===== src/rtl/digit_entry.sv =====
// Four-digit BCD keypad entry FSM with ENTER/CLEAR handling.
// Optional inactivity timeout enabled by DIGIT_ENTRY_TIMEOUT_EN.
module digit_entry #(
   parameter logic [23:0] TIMEOUT_CYCLES = 24'd10_000_000
) (
   input  logic        clk,
   input  logic        rst_n,
   input  logic        key_valid,
   input  logic [3:0]  key_code,
   output logic [15:0] digits_out,
   output logic [2:0]  count,
   output logic        entry_valid,
   output logic        entry_done,
   output logic        err
);

   localparam logic [1:0] IDLE  = 2'd0;
   localparam logic [1:0] ENTRY = 2'd1;
   localparam logic [1:0] FULL  = 2'd2;
   localparam logic [1:0] DONE  = 2'd3;

   logic [1:0] state;
   logic       is_digit;
   logic       is_clear;
   logic       is_enter;
   logic       is_rsvd;
   logic       timeout_hit;

   assign is_digit = key_code <= 4'h9;
   assign is_clear = key_code == 4'hA;
   assign is_enter = key_code == 4'hB;
   assign is_rsvd  = key_code >= 4'hC;

`ifdef DIGIT_ENTRY_TIMEOUT_EN
   logic [23:0] tmr;
   logic        tmr_run;

   assign tmr_run     = (state == ENTRY) || (state == FULL);
   assign timeout_hit = tmr_run && !key_valid &&
                        (tmr == TIMEOUT_CYCLES - 24'd1);

   always_ff @(posedge clk or negedge rst_n) begin
      if (!rst_n) begin
         tmr <= '0;
      end else if (key_valid || !tmr_run || timeout_hit) begin
         tmr <= '0;
      end else begin
         tmr <= tmr + 24'd1;
      end
   end
`else
   assign timeout_hit = 1'b0;
`endif

   always_ff @(posedge clk or negedge rst_n) begin
      if (!rst_n) begin
         state       <= IDLE;
         digits_out  <= '0;
         count       <= '0;
         entry_valid <= 1'b0;
         entry_done  <= 1'b0;
         err         <= 1'b0;
      end else begin
         entry_done <= 1'b0;
         err        <= 1'b0;
         if (key_valid) begin
            unique case (1'b1)
               is_digit: begin
                  if (state == FULL) begin
                     err <= 1'b1;
                  end else if (state == DONE) begin
                     // A new code replaces the committed one
                     digits_out  <= {12'h000, key_code};
                     count       <= 3'd1;
                     entry_valid <= 1'b0;
                     state       <= ENTRY;
                  end else begin
                     digits_out <= {digits_out[11:0], key_code};
                     count      <= count + 3'd1;
                     state      <= (count == 3'd3) ? FULL : ENTRY;
                  end
               end
               is_clear: begin
                  digits_out  <= '0;
                  count       <= '0;
                  entry_valid <= 1'b0;
                  state       <= IDLE;
               end
               is_enter: begin
                  if (state == FULL) begin
                     state       <= DONE;
                     entry_valid <= 1'b1;
                     entry_done  <= 1'b1;
                  end else if (state != DONE) begin
                     err <= 1'b1;
                  end
               end
               is_rsvd: begin
               end
            endcase
         end else if (timeout_hit) begin
            digits_out  <= '0;
            count       <= '0;
            entry_valid <= 1'b0;
            state       <= IDLE;
            err         <= 1'b1;
         end
      end
   end

endmodule


===== config.mk =====
export PLATFORM = sky130hd
export DESIGN_NAME = digit_entry
export DESIGN_NICKNAME = d
export VERILOG_FILES = /design/src/rtl/digit_entry.sv
export SDC_FILE = /design/constraint.sdc
export NUM_CORES = 1
export LEC_CHECK = 0
export ABC_AREA = 1
export BUFFER_PORTS_ARGS = -buffer_cell sky130_fd_sc_hd__buf_2
export CAP_MARGIN = 25
export CORE_MARGIN = 8
export CORE_UTILIZATION = 45
export CTS_CLUSTER_DIAMETER = 100
export CTS_CLUSTER_SIZE = 14
export DETAILED_ROUTE_END_ITERATION = 10
export PLACE_DENSITY = 0.69
export SETUP_SLACK_MARGIN = 0.2
export SYNTH_ARGS = -nofsm -noshare
export SYNTH_HDL_FRONTEND = slang
export SYNTH_SLANG_ARGS = --single-unit

===== constraint.sdc =====
create_clock -name clk -period 1.4 [get_ports clk]
set_input_delay 0.14 -clock clk [delete_from_list [all_inputs] [get_ports clk]]
set_output_delay 0.14 -clock clk [all_outputs]
set_load 0.02 [all_outputs]

# Yosys cells after proc, flatten, opt, wreduce, memory -nomap -nowiden
# Cells that the tools add are included.
# classes
order_cmp	1
add_sub_neg	1
n_reduce_logical	5
eq_ne	9
n_mux	22
# op_table
cell	n
two-way mux 16 bit	2
case mux 16 bit (2 select lines)	1
two-way mux 1 bit	9
== test 4 bit (second input constant)	2
two-way mux 2 bit	4
two-way mux 3 bit	2
case mux 2 bit (3 select lines)	1
case mux 3 bit (2 select lines)	1
AND reduction 5 bit	1
== test 2 bit (second input constant)	2
less-or-equal comparator 4 bit (second input constant)	1
inequality test 2 x 1 -> 1 bit (second input constant)	2
inequality test 2 bit (second input constant)	2
AND reduction 4 bit	1
adder 3 x 1 -> 3 bit (second input constant)	1
== test 3 x 2 -> 1 bit (second input constant)	1
case mux 1 bit (3 select lines)	1
AND reduction 3 bit	1
nonzero test 3 bit	1
case mux 1 bit (2 select lines)	1
nonzero test 2 bit	1
# totals
regBits	24
wordCells	44
output_inout_bits	22
inputBits	7

# Depth between registers and ports, before layout
# Gate-level depths: netlist of run 1.
# logic_depth
ltp_word	5
ltp_mapped	8
depth_no_buf	8

# Worst setup path after synthesis of run 1
# No wires, ideal clock.
# synth_path
path_kind	reg-to-reg
start	register count[0]
end	register state[1]
t_arrival_ns	1.110
required_time_ns	1.283
stages_incl_launch_ff	7
setup_slack_ns	0.174
setup_time_ns	0.117
n_path_buf	0
synth_period_minus_slack_ns	1.226
path_cell_list	dfrtp_1 > ha_1 > ha_1 > nand2_1 > o21ai_0 > nand3_1 > nand2_1
# synth_between
elab_chain_cells	5
# synth_rtl
element	line_no	text
start, declared	11	output logic [2:0] count,
start signal, assigned	79	count <= count + 3'd1;
== test 3 x 2 -> 1 bit	80	state <= (count == 3'd3) ? FULL : ENTRY;
two-way mux 2 bit	80	
two-way mux 2 bit	71	end else if (state == DONE) begin
two-way mux 2 bit	69	if (state == FULL) begin
case mux 2 bit (3 select lines)	67	unique case (1'b1)
end signal, assigned	80	
end, declared	22	logic [1:0] state;
# Every way passes these cells. The select of a mux whose other input is x is not followed.
# A chain may end at the register's enable or synchronous reset.

# Worst setup path in the final report of run 1
# layout_path
start	register state[0]
end	register count[0]
# layout_between
elab_chain_cells	4
elab_cells_between_ends	7
classes_between	eq/ne: 3; mux: 3; reduce/logical: 1
# layout_rtl
element	line_no
== test 2 bit	71
two-way mux 3 bit	71
two-way mux 3 bit	69
case mux 3 bit (2 select lines)	67
# Several ways; a longest one is shown, not always the timed one. The select of a mux whose other input is x is not followed.

==> implementation parameters, run 1 <==
Parameter                              Value

Outcome
  Outcome ... finished, final reports clean

Flow run
  Max-capacitance violation count ... 0

Place
  Half-perimeter wire length after detailed placement ... 1970 um
  Pre-CTS setup slack ... 83.1 ps
  Count of port buffers added during placement ... 28
  Final Wtd Congestion ... 0.812

Clock tree
  Num CTS Buffers ... 3
  Max Buffers Root-to-Sink ... 2
  Worst skew pair latency ... 310 ps
  Clk Tree Root Cell ... clkbuf_4
  Number of clock sinks ... 24
  Reg clk slew, reported paths ... 140 ps
  H-tree depth ... 1
  TritonCTS clock tree ... yes

STA
  Number of hold violations in the final report ... 0
  Max-slew violation count ... 0
  Fmax ... 813 MHz
  Period minus WS final ... 1230 ps
  Setup TNS ... 0 ps
  Setup repair after global routing missed its margin ... yes
  Final setup skew ... 2.11 ps
  Worst-margin pin slew ... 531 ps
  Final worst path period share ... 87.8%
  Rel. slew slack ... 64.6%
  Final-report setup violation count ... 0
  Min setup slack post-route ... 171 ps

GRT
  Pin count of the biggest net entering global routing ... 25
  Global Route Usage Sum ... 12.7%
  Wire length of the first global-routing pass ... 4780 um
  Via count of the first global-routing pass ... 1076
  GRT Residual Overflow ... 0
  Initial antenna violation count ... 0

Setup path
  Data required time of the worst path ... 1610 ps
  Worst endpoint data arrival time ... 1440 ps
  Type of the setup path with the least slack ... flip-flop to flip-flop
  Maximum fanout along the worst path ... 7
  CP Launch Type ... flip-flop
  Endpoint class of the critical path ... flip-flop

Route
  Count of TritonRoute iterations in the first routing pass ... 4
  Antenna-violating nets left ... 0
  Routed wire length per instance ... 12.7 um
  Number of remaining DRC errors ... 0
  Routed via count ... 1086
  Detailed router's first-iteration violation count ... 58
  Average vias per placed instance ... 4.81
  Final Routed Wirelength ... 2860 um

Finish
  Fraction of layout cells with a size suffix above 1 ... 28.7%
  Count of antenna diodes in the layout ... 0
  Area growth from synthesis to layout ... 23.1%
  Final layout net count ... 205

Floorplanning
  Die area ... 4740 um2
  I/O pin cnt ... 29
  Initial Utilization ... 46.4%
  Core Rows ... 19
  Core footprint ... 2710 um2
  Die W ... 68.8 um
  Vertical die dimension ... 68.8 um

Yosys
  Syn nets ... 170
  Post-synth design cell area ... 1260 um2
  Post-synthesis cell count ... 161
  Mean area per synthesized cell ... 7.80 um2
  Distinct cells, synth ... 18
  Number of flip-flops and latches in the synthesized netlist ... 24
  Count of synthesis-stage warnings from yosys ... 0
  Proportion of synthesized chip area in sequential cells ... 47.8%

Worst hold path
  Worst hold-check path type ... input port to flip-flop

Power and ir drop
  Maximum ir drop on the vdd rail ... 0.000941 V
  Power density over cell area ... 1640 nW/um2
  Leak pwr ... 0.889 nW
-- registers in the layout, summed over array words and instances (netlist names) --
name	cells
entry_done	1
entry_valid	1
state	2
err	1
count	3
digits_out	16
-- routing by layer --
| layer | vias to the layer above | part of all wire [%] | global-route usage [%] |
|---|---|---|---|
| met2 | 18 | 52 | 23.0 |
| met5 | - | 0 | 0 |
| met4 | 0 | 0.73 | 3.01 |
| li1 | 568 | - | - |
| met3 | 2 | 4.6 | 2.10 |
| met1 | 498 | 43 | 15.4 |
-- metrics by stage --
step	power, mW	utilization, %	hold slack, ps	std cells	area [um2]
after floorplan	1.72	-	-156	161	1260
after global placement	2.00	51.3	145	215	1390
after detailed placement	2.03	51.3	156	215	1390
after CTS	2.47	55.5	69.4	225	1500
after global routing	2.75	57.1	57.2	226	1550
final	2.53	57.1	67.7	226	1550
-- critical path, cell delays in order (launching register included) --
cell	delay [ps]
dfrtp_1	430
inv_2	70
nand2_2	80
nor2_4	180
nor2_8	80
buf_4	160
nand4_1	70
nand2_1	70
-- logic make-up after synthesis --
logic type               count (synthesis)  synth area share (%)
AND/OR/NAND/NOR                        105                  38.1
buffers and inverters                   26                  10.3
flip-flops                              24                  47.8
AO/OA/AOI/OAI                            4                  1.79
adder cells (fa/ha/maj)                  2                  1.99
-- synth_stat cells --
cell type | n | share of area (%)
o21ai_0 | 3 | 1.2
nand4_1 | 3 | 1.5
buf_4 | 2 | 1.2
buf_2 | 1 | 0.40
dfrtp_1 | 24 | 48
nand3_1 | 20 | 8.0
nor3_1 | 1 | 0.40
o21a_1 | 1 | 0.60
nand2_2 | 5 | 2.5
nand2_4 | 2 | 1.8
nand2_1 | 53 | 16
nor2_8 | 1 | 1.6
nor2_1 | 19 | 5.7
ha_1 | 2 | 2.0
inv_2 | 1 | 0.30
buf_6 | 3 | 2.7
nor2_4 | 1 | 0.90
inv_1 | 19 | 5.7
-- cell usage in the layout (no fill, tap or decap) --
cell	instances
buf_2	27
buf_4	4
buf_6	4
clkbuf_4	3
clkbuf_8	1
dfrtp_1	23
dfrtp_2	1
dlygate4sd3_1	1
ha_4	2
inv_1	18
inv_2	2
nand2_1	51
nand2_2	6
nand2_4	2
nand2_8	1
nand3_1	20
nand4_1	3
nor2_1	19
nor2_4	1
nor2_8	1
nor3_1	1
o21a_1	1
o21ai_0	2
o21ai_2	1
-- worst paths after layout --
check                                     from        endpoint  slack, ps  cells after the start
worst max register to register        state[0]        count[0]        170                      7
worst min register to register  digits_out[15]  digits_out[15]        490                      2
worst max-delay path                  state[0]        count[0]        170                      7
worst min-delay path                 key_valid             err         70                      2
min in group asynchronous                rst_n   digits_out[9]        320                      2
max in group asynchronous                rst_n        count[0]        690                      2
-- where the power goes --
part	internal (mW)	total [mW]	leakage [nW]	switching, mW
clock	0.159	0.368	0.0210	0.209
combinational	0.430	1.12	0.558	0.692
sequential	0.890	1.04	0.310	0.153
total	1.48	2.53	0.889	1.05
-- final cells by class --
type / count / area [um2]
fill: 252 / 1160
sequential: 24 / 602
multi-input combinational: 111 / 574
timing repair buffer: 36 / 220
inverter: 20 / 75.1
tap: 31 / 38.8
clock buffer: 4 / 36.3
-- what timing repair did --
| item | CTS | global route |
|---|---|---|
| setup buffers | 5 | 1 |
| gates cloned | 0 | 0 |
| resized for setup | 6 | 10 |
| hold endpoints to repair | 24 | 0 |
| setup endpoints to repair | 21 | 23 |
| pin swaps | 4 | 5 |
| hold buffers | 1 | 0 |
Note: power is estimated with default switching activity, not from simulation.
==> run 2, diff against run 1 <==
==> constraint.sdc (replaced) <==
create_clock -name clk -period 1.25 [get_ports clk]
set_input_delay 0.125 -clock clk [delete_from_list [all_inputs] [get_ports clk]]
set_output_delay 0.125 -clock clk [all_outputs]
set_load 0.02 [all_outputs]
==> run 2 against run 1 <==
Net effect: non-clock buffer count is 17 higher; fmax rose by 2.7%; total power increased by 27%; die area did not move; combinational power up 51%; sequential cell count did not move; count of clock-buffer cells in the layout unchanged; largest cell class is now multi-input combinational cells.
==> implementation parameters, run 2 (synthesized netlist as in run 1, its figures left out) <==
Parameter                              Value

STA
  Period minus WS final ... 1200 ps (-31.9 ps)
  Final worst path period share ... 95.8% (+8.0 points)
  Worst-margin pin slew ... 542 ps (+11.4 ps)
  Setup TNS ... 0 ps (unchanged)
  Rel. slew slack ... 63.9% (-0.76 points)
  Min setup slack post-route ... 52.6 ps (-118 ps)
  Setup repair after global routing missed its margin ... yes
  Fmax ... 835 MHz (+2.7%)
  Number of hold violations in the final report ... 0 (unchanged)
  Max-slew violation count ... 0 (unchanged)
  Minimum hold slack ... 34.8 ps (-32.8 ps)
  Final-report setup violation count ... 0 (unchanged)
  Final setup skew ... 1.93 ps (-0.180 ps)

Finish
  Commonest non-fill, non-tap cell in the layout ... nand2_1
  Final Instance Area ... 1810 um2 (+17%)
  Final core area utilization ... 66.6% (+9.6 points)
  Highest-count cells in the layout ignoring fill and taps ... nand2_1 (49), dfrtp_1 (22), buf_2 (21), buf_4 (20), nor2_1 (19)
  Register with the highest flop count ... digits_out
  Count of antenna diodes in the layout ... 0 (unchanged)
  Largest registers ... digits_out x16, count x3, state x2
  Area growth from synthesis to layout ... 43.7%
  Largest register FFs ... 16 (unchanged)
  Final layout net count ... 222 (+8.3%)
  Fraction of layout cells with a size suffix above 1 ... 42.9% (+14 points)

Floorplanning
  Vertical die dimension ... 68.8 um (unchanged)
  Die area ... 4740 um2 (unchanged)
  I/O pin cnt ... 29 (unchanged)
  Core Rows ... 19 (unchanged)
  Initial Utilization ... 46.4% (unchanged)
  Core footprint ... 2710 um2 (unchanged)
  Die W ... 68.8 um (unchanged)

Setup path
  Endpoint class of the critical path ... flip-flop
  Worst reg-to-reg path cell count ... 7 (unchanged)
  Data required time of the worst path ... 1480 ps (-130 ps)
  Worst endpoint data arrival time ... 1420 ps (-20 ps)
  Flop-to-flop setup slack ... 50 ps (-120 ps)
  Type of the setup path with the least slack ... flip-flop to flip-flop
  Endpoint of the worst register-to-register path ... digits_out[6]
  Maximum fanout along the worst path ... 7 (unchanged)
  CP Launch Type ... flip-flop
  Reg-to-Reg Start ... state[0]

GRT
  Global Route Usage Sum ... 12.9% (+0.18 points)
  Pin count of the biggest net entering global routing ... 25 (unchanged)
  Initial antenna violation count ... 0 (unchanged)
  GRT Residual Overflow ... 0 (unchanged)
  Wire length of the first global-routing pass ... 4750 um (-0.71%)
  Via count of the first global-routing pass ... 1111 (+3.3%)

Power and ir drop
  Relative contribution of the clock network to total power ... 11.3% (-3.2 points)
  Sequential share of power ... 36.0% (-5.2 points)
  Switching share of total power ... 40.5% (-1.1 points)
  Relative contribution of combinational cells to total power ... 52.6% (+8.3 points)
  Cell-internal power ... 1.92 mW (+29%)
  Leak pwr ... 1.00 nW (+13%)
  Maximum ir drop on the vdd rail ... 0.00138 V (+47%)
  Power density over cell area ... 1780 nW/um2 (+8.9%)
  Net load switching power ... 1.30 mW (+24%)

Place
  Count of port buffers added during placement ... 28 (unchanged)
  Final Wtd Congestion ... 0.941 (+16%)
  Pre-CTS setup slack ... 46.3 ps (-36.8 ps)
  Total cell area at the placement stage ... 1450 um2 (+4.6%)
  Half-perimeter wire length after detailed placement ... 1950 um (-1.1%)

Clock tree
  H-tree depth ... 1 (unchanged)
  Max Buffers Root-to-Sink ... 2 (unchanged)
  TritonCTS clock tree ... yes
  Number of clock sinks ... 24 (unchanged)
  Clk Tree Root Cell ... clkbuf_4
  Num CTS Buffers ... 3 (unchanged)
  Worst skew pair latency ... 320 ps (about the same)
  Reg clk slew, reported paths ... 130 ps (about the same)

Flow run
  Max-capacitance violation count ... 0 (unchanged)

Worst hold path
  Cells on Worst Hold Path ... 2 (unchanged)
  Hold Path Origin ... key_valid
  Worst hold-check path type ... input port to flip-flop
  Hold path endpoint ... err

Route
  Antenna-violating nets left ... 0 (unchanged)
  Final Routed Wirelength ... 3060 um (+6.9%)
  Count of TritonRoute iterations in the first routing pass ... 4 (unchanged)
  Detailed router's first-iteration violation count ... 115 (+98%)
  Average vias per placed instance ... 4.91 (+2.1%)
  Number of remaining DRC errors ... 0 (unchanged)
  Routed wire length per instance ... 12.6 um (-0.56%)
  Routed via count ... 1192 (+9.8%)

Outcome
  Outcome ... finished, final reports clean
[run 2: cell count changes in the layout (fill, tap and decap cells not counted), moves of 2 or more]
cell     delta
buf_4      +16
buf_6       +6
buf_2       -6
nand3_2    +16
nand3_1    -16
nand2_1     -2
[run 2: per-stage QoR]
step                instances  power (mW)
finish                    243        3.22
global placement          218        2.33
global route              243        3.45
CTS                       228        2.90
floorplan                 161        1.98
detailed placement        218        2.35
[run 2: layer usage]
layer	wire [um]	track usage (%)
met3	187	3.72
met1	1240	14.6
met4	34	5.51
met2	1600	22.3
met5	0	0
[run 2: worst max-delay path by stage]
stage / start / end / slack [ps]
after floorplan: count[0] / count[2] / 130
after global placement: state[0] / digits_out[14] / 90
after detailed placement: state[0] / digits_out[14] / 50
after CTS: state[1] / digits_out[1] / 60
after global routing: count[0] / state[0] / 2
final: state[0] / digits_out[6] / 50
[run 2: worst max-delay path: stages, from the launching register on]
cell and delay, ps:
dfrtp_1 420, inv_1 70, nand2_2 80, nor2_4 160, nor2_8 80, buf_6 150
nand3_2 80, nand2_1 50
[run 2: power by group through the flow]
stage | clock network (mW) | registers, mW | logic, mW
finish | 0.365 | 1.16 | 1.69
global route | 0.412 | 1.19 | 1.85
CTS | 0.383 | 1.17 | 1.34
detailed placement | 0 | 1.19 | 1.16
global placement | 0 | 1.17 | 1.16
floorplan | 0 | 1.43 | 0.558
[run 2: final cells by class]
type                    instances  area, um2
fillers                       216        905
inverters                      20       75.1
flip-flops and latches         24        603
multi-input cells             111        664
clock buffers                   4       26.3
well taps                      31       38.8
repair buffers                 53        398
[run 2: timing repair]
| item | in CTS | in global routing |
|---|---|---|
| setup buffers | 5 | 15 |
| setup endpoints to repair | 27 | 38 |
| endpoints found under the hold margin | 24 | 0 |
| pin swaps | 10 | 14 |
| gates resized for setup | 23 | 18 |
| hold buffers | 1 | 0 |
==> run 3, diff against run 2 <==
--- a/config.mk
+++ b/config.mk
@@ -14,6 +14,7 @@
 export CTS_CLUSTER_SIZE = 14
 export DETAILED_ROUTE_END_ITERATION = 10
 export PLACE_DENSITY = 0.69
+export RECOVER_POWER = 50
 export SETUP_SLACK_MARGIN = 0.2
 export SYNTH_ARGS = -nofsm -noshare
 export SYNTH_HDL_FRONTEND = slang
==> run 3 against run 2 <==
Net effect: sequential cell count is the same; clock skew hardly changed; sequential power hardly changed; via count hardly changed; register-to-register slack hardly changed; die area unchanged; critical endpoint unchanged.
==> implementation parameters, run 3 (synthesized netlist as in run 1, its figures left out) <==
Parameter                              Value

Outcome
  Outcome ... finished, final reports clean

Setup path
  Worst reg-to-reg path cell count ... 7 (unchanged)
  CP Launch Type ... flip-flop
  Type of the setup path with the least slack ... flip-flop to flip-flop
  List of cells traversed by the critical path ... inv_1 -> nand2_2 -> nor2_4 -> nor2_8 -> buf_6 -> nand3_2 -> nand2_1
  Reg-to-Reg Start ... state[0]
  Standard cell with the maximum stage delay on the critical path ... dfrtp_1
  Data required time of the worst path ... 1480 ps (about the same)
  Endpoint of the worst register-to-register path ... digits_out[6]
  Maximum fanout along the worst path ... 7 (unchanged)
  Endpoint class of the critical path ... flip-flop
  Largest stage delay on the critical path ... 420 ps (about the same)
  Worst endpoint data arrival time ... 1420 ps (about the same)
  Flop-to-flop setup slack ... 50 ps (about the same)

Clock tree
  Max Buffers Root-to-Sink ... 2 (unchanged)
  Worst skew pair latency ... 320 ps (about the same)
  Num CTS Buffers ... 3 (unchanged)
  Clk Tree Root Cell ... clkbuf_4
  TritonCTS clock tree ... yes
  H-tree depth ... 1 (unchanged)
  Number of clock sinks ... 24 (unchanged)
  Reg clk slew, reported paths ... 130 ps (about the same)

STA
  Max-slew violation count ... 0 (unchanged)
  Period minus WS final ... 1200 ps (-0.388 ps)
  Fmax ... 835 MHz (about the same)
  Setup TNS ... 0 ps (unchanged)
  Setup repair after global routing missed its margin ... yes
  Number of hold violations in the final report ... 0 (unchanged)
  Final worst path period share ... 95.8% (about the same)
  Final-report setup violation count ... 0 (unchanged)
  Worst-margin pin slew ... 604 ps (+62.2 ps)
  Final setup skew ... 2.08 ps (+0.152 ps)
  Minimum hold slack ... 34.8 ps (-0.000100 ps)
  Rel. slew slack ... 59.7% (-4.1 points)

Route
  Number of remaining DRC errors ... 0 (unchanged)
  Antenna-violating nets left ... 0 (unchanged)
  Detailed router's first-iteration violation count ... 125 (+8.7%)
  Average vias per placed instance ... 4.91 (about the same)
  Final Routed Wirelength ... 3070 um (+0.46%)
  Count of TritonRoute iterations in the first routing pass ... 4 (unchanged)
  Routed wire length per instance ... 12.7 um (+0.46%)
  Routed via count ... 1193 (+0.084%)

Floorplanning
  Vertical die dimension ... 68.8 um (unchanged)
  Initial Utilization ... 46.4% (unchanged)
  Core footprint ... 2710 um2 (unchanged)
  Die area ... 4740 um2 (unchanged)
  Die W ... 68.8 um (unchanged)
  I/O pin cnt ... 29 (unchanged)
  Core Rows ... 19 (unchanged)

GRT
  Pin count of the biggest net entering global routing ... 25 (unchanged)
  Global Route Usage Sum ... 12.9% (unchanged)
  Initial antenna violation count ... 0 (unchanged)
  GRT Residual Overflow ... 0 (unchanged)
  Via count of the first global-routing pass ... 1111 (unchanged)
  Wire length of the first global-routing pass ... 4750 um (unchanged)

Worst hold path
  Worst hold-check path type ... input port to flip-flop
  Hold Path Origin ... key_valid
  Cells on Worst Hold Path ... 2 (unchanged)
  Hold path endpoint ... err

Finish
  Highest-count cells in the layout ignoring fill and taps ... nand2_1 (49), dfrtp_1 (22), buf_4 (20), nor2_1 (19), inv_1 (18)
  Register with the highest flop count ... digits_out
  Count of antenna diodes in the layout ... 0 (unchanged)
  Final layout net count ... 222 (unchanged)
  Largest register FFs ... 16 (unchanged)
  Final core area utilization ... 66.2% (-0.46 points)
  Largest registers ... digits_out x16, count x3, state x2
  Area growth from synthesis to layout ... 42.7%
  Fraction of layout cells with a size suffix above 1 ... 38.2% (-4.7 points)
  Commonest non-fill, non-tap cell in the layout ... nand2_1

Place
  Count of port buffers added during placement ... 28 (unchanged)
  Half-perimeter wire length after detailed placement ... 1950 um (unchanged)
  Final Wtd Congestion ... 0.941 (unchanged)

Power and ir drop
  Leak pwr ... 0.963 nW (-3.7%)
  Power density over cell area ... 1790 nW/um2 (+0.21%)
  Maximum ir drop on the vdd rail ... 0.00138 V (about the same)

Flow run
  Max-capacitance violation count ... 0 (unchanged)
==> run 3: changes by cell type in the layout (fill, tap and decap cells not counted) <==
cell      change
clkbuf_1     +10
clkbuf_2      +1
buf_2        -11
==> run 3: layout make-up <==
| cell class | instances | area (um2) |
|---|---|---|
| Inverter | 20 | 75.1 |
| Tap cell | 31 | 38.8 |
| Fill cell | 221 | 917 |
| Sequential cell | 24 | 603 |
| Clock buffer | 4 | 26.3 |
| Timing Repair Buffer | 53 | 385 |
| Multi-Input combinational cell | 111 | 664 |
==> run 3: stage by stage <==
step | cells | worst slack, ps | power (mW) | cell area, um2
after floorplan | 161 | 134 | 1.98 | 1290
after global placement | 218 | 86.6 | 2.33 | 1450
after detailed placement | 218 | 46.3 | 2.35 | 1450
after CTS | 228 | 55.6 | 2.90 | 1630
after global routing | 243 | 1.83 | 3.43 | 1790
final | 243 | 53.0 | 3.20 | 1790
==> run 3: report_power, final <==
group	switching, mW	internal, mW	leakage, nW
Combinational	0.904	0.772	0.639
Sequential	0.163	1.00	0.309
Clock	0.241	0.125	0.0150
Total	1.31	1.90	0.963
==> run 3: worst max-delay path, delay by kind of cell (launching register included) <==
kind | cells | cell delay, ps
flip-flops | 1 | 420
AND/OR/NAND/NOR | 5 | 450
buffers and inverters | 2 | 220
==> run 3: worst max path at each step <==
stage	from	endpoint	slack (ps)	cells past startpoint
floorplan	count[0]	count[2]	130	5
global placement	state[0]	digits_out[14]	90	7
detailed placement	state[0]	digits_out[14]	50	7
CTS	state[1]	digits_out[1]	60	6
global route	count[0]	state[0]	2	7
finish	state[0]	digits_out[6]	50	7
==> run 3: what timing repair did <==
action                                  in CTS  in global routing
hold endpoints to repair                    24                  0
setup buffers                                5                 15
pin swaps                                   10                 14
gates resized for setup                     23                 18
endpoints found under the setup margin      27                 38
hold buffers                                 1                  0
==> run 3: routing by layer <==
metal | share of wire, % | routed length (um) | global-route usage (%) | vias up
met4 | 1.1 | 34 | 5.51 | 0
met5 | 0 | 0 | 0 | -
met2 | 52 | 1600 | 22.3 | 26
li1 | - | - | - | 601
met1 | 41 | 1250 | 14.6 | 562
met3 | 6.3 | 193 | 3.72 | 4
